==> src/rtl/share_mem_arbiter.sv <==
// Round-robin arbiter giving two CPU ports shared access to one single-port
// synchronous RAM holding the inter-CPU mailbox window, with per-port write partitions.
module share_mem_arbiter #(
  parameter int ADDR_W = 22,
  parameter int DATA_W = 32,
  parameter int MEM_AW = 10,
  parameter logic [ADDR_W-1:0] WIN_BEGIN  = 22'h2000,
  parameter logic [ADDR_W-1:0] WIN_END    = 22'h23ff,
  parameter logic [ADDR_W-1:0] A_WR_BEGIN = 22'h2000,
  parameter logic [ADDR_W-1:0] A_WR_END   = 22'h21ff,
  parameter logic [ADDR_W-1:0] B_WR_BEGIN = 22'h2200,
  parameter logic [ADDR_W-1:0] B_WR_END   = 22'h23ff
) (
  input  logic              clk,
  input  logic              rst_n,
  input  logic              A_req,
  input  logic              A_we,
  input  logic [ADDR_W-1:0] A_addr,
  input  logic [DATA_W-1:0] A_write_data,
  output logic              A_ack,
  output logic              A_err,
  output logic [DATA_W-1:0] A_read_data,
  input  logic              B_req,
  input  logic              B_we,
  input  logic [ADDR_W-1:0] B_addr,
  input  logic [DATA_W-1:0] B_write_data,
  output logic              B_ack,
  output logic              B_err,
  output logic [DATA_W-1:0] B_read_data,
  output logic              mem_en,
  output logic              mem_we,
  output logic [MEM_AW-1:0] mem_addr,
  output logic [DATA_W-1:0] mem_din,
  input  logic [DATA_W-1:0] mem_dout
);

  typedef enum logic [1:0] {IDLE, ISSUE, CAPTURE, ACK} state_t;

  state_t              state_reg, state_next;
  logic                grant_b_reg, grant_b_next;
  logic                last_b_reg, last_b_next;
  logic                we_reg, we_next;
  logic                err_reg, err_next;
  logic                a_ack_reg, a_ack_next, b_ack_reg, b_ack_next;
  logic                a_err_reg, a_err_next, b_err_reg, b_err_next;
  logic [DATA_W-1:0]   a_rd_reg, a_rd_next, b_rd_reg, b_rd_next;
  logic                mem_en_reg, mem_en_next, mem_we_reg, mem_we_next;
  logic [MEM_AW-1:0]   mem_addr_reg, mem_addr_next;
  logic [DATA_W-1:0]   mem_din_reg, mem_din_next;

  logic                pick_b;
  logic                sel_we;
  logic [ADDR_W-1:0]   sel_addr;
  logic [DATA_W-1:0]   sel_data;
  logic                sel_err;

  // On a tie the port that was not served last wins.
  always_comb begin
    pick_b   = B_req && (!A_req || !last_b_reg);
    sel_we   = pick_b ? B_we : A_we;
    sel_addr = pick_b ? B_addr : A_addr;
    sel_data = pick_b ? B_write_data : A_write_data;
    sel_err  = (sel_addr < WIN_BEGIN) || (sel_addr > WIN_END);
    if (sel_we) begin
      if (pick_b)
        sel_err = sel_err || (sel_addr < B_WR_BEGIN) || (sel_addr > B_WR_END);
      else
        sel_err = sel_err || (sel_addr < A_WR_BEGIN) || (sel_addr > A_WR_END);
    end
  end

  always_comb begin
    state_next    = state_reg;
    grant_b_next  = grant_b_reg;
    last_b_next   = last_b_reg;
    we_next       = we_reg;
    err_next      = err_reg;
    a_ack_next    = 1'b0;
    b_ack_next    = 1'b0;
    a_err_next    = 1'b0;
    b_err_next    = 1'b0;
    a_rd_next     = a_rd_reg;
    b_rd_next     = b_rd_reg;
    mem_en_next   = 1'b0;
    mem_we_next   = 1'b0;
    mem_addr_next = mem_addr_reg;
    mem_din_next  = mem_din_reg;
    case (state_reg)
      IDLE: begin
        if (A_req || B_req) begin
          grant_b_next  = pick_b;
          we_next       = sel_we;
          err_next      = sel_err;
          mem_en_next   = !sel_err;
          mem_we_next   = sel_we && !sel_err;
          mem_addr_next = sel_addr[MEM_AW-1:0];
          mem_din_next  = sel_data;
          state_next    = ISSUE;
        end
      end
      ISSUE: state_next = CAPTURE;
      CAPTURE: begin
        if (!we_reg) begin
          if (grant_b_reg) b_rd_next = err_reg ? '0 : mem_dout;
          else             a_rd_next = err_reg ? '0 : mem_dout;
        end
        a_ack_next = !grant_b_reg;
        a_err_next = !grant_b_reg && err_reg;
        b_ack_next = grant_b_reg;
        b_err_next = grant_b_reg && err_reg;
        state_next = ACK;
      end
      ACK: begin
        last_b_next = grant_b_reg;
        state_next  = IDLE;
      end
      default: state_next = IDLE;
    endcase
  end

  always_ff @(posedge clk or negedge rst_n) begin
    if (!rst_n) begin
      state_reg    <= IDLE;
      grant_b_reg  <= 1'b0;
      last_b_reg   <= 1'b1;
      we_reg       <= 1'b0;
      err_reg      <= 1'b0;
      a_ack_reg    <= 1'b0;
      b_ack_reg    <= 1'b0;
      a_err_reg    <= 1'b0;
      b_err_reg    <= 1'b0;
      a_rd_reg     <= '0;
      b_rd_reg     <= '0;
      mem_en_reg   <= 1'b0;
      mem_we_reg   <= 1'b0;
      mem_addr_reg <= '0;
      mem_din_reg  <= '0;
    end else begin
      state_reg    <= state_next;
      grant_b_reg  <= grant_b_next;
      last_b_reg   <= last_b_next;
      we_reg       <= we_next;
      err_reg      <= err_next;
      a_ack_reg    <= a_ack_next;
      b_ack_reg    <= b_ack_next;
      a_err_reg    <= a_err_next;
      b_err_reg    <= b_err_next;
      a_rd_reg     <= a_rd_next;
      b_rd_reg     <= b_rd_next;
      mem_en_reg   <= mem_en_next;
      mem_we_reg   <= mem_we_next;
      mem_addr_reg <= mem_addr_next;
      mem_din_reg  <= mem_din_next;
    end
  end

  assign A_ack       = a_ack_reg;
  assign A_err       = a_err_reg;
  assign A_read_data = a_rd_reg;
  assign B_ack       = b_ack_reg;
  assign B_err       = b_err_reg;
  assign B_read_data = b_rd_reg;
  assign mem_en      = mem_en_reg;
  assign mem_we      = mem_we_reg;
  assign mem_addr    = mem_addr_reg;
  assign mem_din     = mem_din_reg;

endmodule

==> config.mk <==
export PLATFORM = sky130hd
export DESIGN_NAME = share_mem_arbiter
export DESIGN_NICKNAME = d
export VERILOG_FILES = /design/src/rtl/share_mem_arbiter.sv
export SDC_FILE = /design/constraint.sdc
export NUM_CORES = 1
export LEC_CHECK = 0
export ABC_CLOCK_PERIOD_IN_PS = 2000
export CAP_MARGIN = 20
export CELL_PAD_IN_SITES_DETAIL_PLACEMENT = 0
export CELL_PAD_IN_SITES_GLOBAL_PLACEMENT = 2
export CORE_MARGIN = 2
export CORE_UTILIZATION = 22
export DETAILED_ROUTE_END_ITERATION = 8
export PLACE_DENSITY = 0.86
export SYNTH_ARGS = -nofsm -noshare
export SYNTH_HDL_FRONTEND = slang
export SYNTH_SLANG_ARGS = --single-unit
==> constraint.sdc <==
create_clock -name clk -period 2 [get_ports clk]
set_clock_uncertainty 0.05 [all_clocks]
set_input_delay 0.2 -clock clk [delete_from_list [all_inputs] [get_ports clk]]
set_output_delay 0.2 -clock clk [all_outputs]
set_load 0.05 [all_outputs]
==> flow_metrics.env <==
export IMPL_status="finished, final reports clean"
export IMPL_worst_hold_path_type="input pin to asynchronous set/reset pin"
export IMPL_globalRouteOverflowTotal=0
export IMPL_ys_ff_latch=118
export IMPL_critical_path_startpoint_type="flop"
export IMPL_detailed_place_area_sq_um=7870
export IMPL_cts_made_buffers=17
export IMPL_die_width_um=153
export IMPL_internal_reg_to_reg_setup_slack_ps=330
export IMPL_vias=4286
export IMPL_syn_instance_count=480
export IMPL_cts_sinks=118
export IMPL_ir_worst_vdd_uv=620
export IMPL_synth_edf_count=0
export IMPL_area_delta_synth_final_pct=73.0
export IMPL_tritoncts_clock_tree="done"
export IMPL_deepest_clock_path_buffer_count=2
export IMPL_die_area_sq_um=23500
export IMPL_ant_nets=0
export IMPL_insertedDiodeCount=0
export IMPL_die_height_um=153
export IMPL_worst_path_max_fanout=1
export IMPL_route_detailed_vias_per_inst=4.14
export IMPL_rsz0062_at_grt="no"
export IMPL_numPortBuffers=257
export IMPL_cts_clk_slew_worst_paths_ps=60
export IMPL_r2r_worst_path_cells=7
export IMPL_remaining_drc_errors=0
export IMPL_number_of_buffers_and_inverters_on_the_critical_path=1
export IMPL_grt_antenna_before_repair=0
export IMPL_rows=54
export IMPL_grt_use_total_pct=13.3
export IMPL_cp_slowest_stage_delay_ps=850
export IMPL_globalplace_congestion=0.704
export IMPL_regToRegStartpoint="state_reg[0]"
export IMPL_clock_latency_on_the_worst_skew_pair_ps=400
export IMPL_firstDrtPassIters=4
export IMPL_dpl_hpwl_um=11400
export IMPL_primary_flip_flop_cell_chosen_by_synthesis_mapping="dfrtp_1"
export IMPL_drt_wl_total_um=15100
export IMPL_report_power_total_mw=12.4
export IMPL_worstSetupEndpointType="primary output"
export IMPL_cts_h_tree_depth=4
export IMPL_synth_warning_count=0
export IMPL_power_density_nw_per_um2=1460
export IMPL_cp_data_arrival_time_ps=1610
export IMPL_path_type_of_the_worst_setup_path="flop to primary output"
export IMPL_synth_cell_area_sq_um=4900
export IMPL_timing_final_max_slew_violations=0
export IMPL_number_of_global_route_vias_before_repair=4390
export IMPL_timing_final_setup_violations=0
export IMPL_syn_area_per_cell_sq_um=10.2
export IMPL_ys_types=32
export IMPL_synth_sequential_area_ratio_pct=60.3
export IMPL_final_period_utilization_pct=93.1
export IMPL_synth_nets=629
export IMPL_dr_wl_cell_um=14.6
export IMPL_layout_nets=892
export IMPL_grt_max_degree=65
export IMPL_wire_length_of_the_first_global_routing_pass_um=24200
export IMPL_power_static_leakage_nw=3.56
export IMPL_timing_max_cap_violations=0
export IMPL_clock_tree_root_cell="clkbuf_16"
export IMPL_fmaxAchievable_ghz=0.537
export IMPL_critical_path_data_required_time_ps=1750
export IMPL_cell_with_the_largest_stage_delay_on_the_worst_path="clkdlybuf4s50_1"
export IMPL_min_period_ps=1860
export IMPL_layout_drive_gt1_share_pct=7.67
export IMPL_fin_setup_tns_ps=0
export IMPL_coreArea_sq_um=21800
export IMPL_regToRegEndpoint="B_read_data[22]"
export IMPL_slew_headroom_pct=62.2
export IMPL_report_final_hold_viol_count=0
export IMPL_num_io_pins=258
export IMPL_asyncSetResetFlopFracSynth_pct=100
export IMPL_timing_critical_path_cells="clkdlybuf4s50_1"
export IMPL_max_slew_worst_pin_slew_ps=565
export IMPL_start_util_pct=22.4
export IMPL_worst_path_dominant_cell_family="buffers and inverters"
export IMPL_dr_first_iter_drc_count=133
export IMPL_post_route_cell_area_sq_um=8470
## layout make-up
type	count	area, sq um
multi-input cells	327	1780
flip-flops and latches	118	2950
well taps	280	350
repair buffers	275	2780
fillers	2210	13300
clock inverters	14	151
clock buffers	18	439
inverters	4	15.0
## worst max path at each step
stage,startpoint,end,slack (ps),depth (start not counted)
6_report,mem_we,mem_we,140,1
5_1_grt,mem_we,mem_we,80,1
4_1_cts,mem_din[29],mem_din[29],90,1
3_5_place_dp,A_req,err_reg,70,5
3_3_place_gp,A_req,err_reg,110,5
2_1_floorplan,state_reg[0],A_read_data[0],480,8
## metrics by stage
| step | worst slack [ps] | instances | hold WS, ps | utilization [%] |
|---|---|---|---|---|
| 2_1_floorplan | 483 | 480 | -146 | - |
| 3_3_place_gp | 115 | 1003 | 158 | 36.1 |
| 3_5_place_dp | 73.0 | 1003 | 155 | 36.1 |
| 4_1_cts | 88.5 | 1036 | 254 | 38.8 |
| 5_1_grt | 76.8 | 1036 | 295 | 38.8 |
| 6_report | 138 | 1036 | 258 | 38.8 |
## cell families (layout without fill, tap and decap cells)
group / after synthesis / in the layout / share of synthesized area [%]
AO/OA/AOI/OAI: 119 / 119 / 12.7
adder cells (fa/ha/maj): 3 / 3 / 0.767
buffers and inverters: 35 / 311 / 3.65
flip-flops: 118 / 118 / 60.3
multiplexers: 44 / 44 / 9.02
AND/OR/NAND/NOR: 161 / 161 / 13.5
## power by group
| part | switching (mW) | internal [mW] |
|---|---|---|
| logic | 3.79 | 1.97 |
| clock network | 1.19 | 1.88 |
| registers | 0.403 | 3.14 |
| total | 5.38 | 6.98 |
## metal layers
| layer | up-vias | global-route usage, % | part of all wire, % |
|---|---|---|---|
| met5 | - | 0 | 0 |
| met4 | 0 | 4.10 | 0.88 |
| met3 | 7 | 5.76 | 11 |
| met2 | 208 | 19.7 | 44 |
| met1 | 1925 | 17.5 | 45 |
| li1 | 2146 | - | - |
## cells in the mapped netlist, types with 2 or more instances
library cell  instances  share of area (%)
dfrtp_1             117                 60
a22o_1                2               0.36
buf_6                 5                1.1
clkbuf_1             18                1.4
o41ai_1               2               0.36
a21oi_1               3               0.31
nor4b_1               2               0.36
buf_2                 8               0.82
nor2_1                2               0.15
and2_1                2               0.26
o21ai_0             107                 11
nand2_1             142                 11
mux2i_1              43                8.8
inv_1                 3               0.23
ha_1                  3               0.77
nor4_1                4               0.51
nand2b_1              2               0.26
## worst register-to-register path, delay by kind of cell, from the launching register on
kind                       cells  cell delay, ps
AOI/OAI and AO/OA              1              90
adders and majority gates      1             230
buffers and inverters          2             330
DFF                            1             380
and+or+nand+nor                3             470
## repair_timing
| action | 4_1_cts | 5_1_grt |
|---|---|---|
| setup buffers | 0 | 0 |
| endpoints found under the hold margin | 33 | 0 |
| hold buffers | 1 | 0 |
| resized for setup | 0 | 0 |
| endpoints found under the setup margin | 0 | 0 |
## cell usage in the layout (no fill, tap or decap), drive strengths merged, types with 2 or more instances in the layout
cell type,count
buf,19
nand2,142
nor4,4
nor2,2
a22o,2
o41ai,2
nor4b,2
bufinv,2
clkinvlp,5
and2,2
clkdlybuf4s50,255
inv,6
dfrtp,117
mux2i,43
clkbuf,18
o21ai,109
clkinv,5
nand2b,2
a21oi,3
ha,3
No activity file was read; power rests on OpenSTA's default activity.
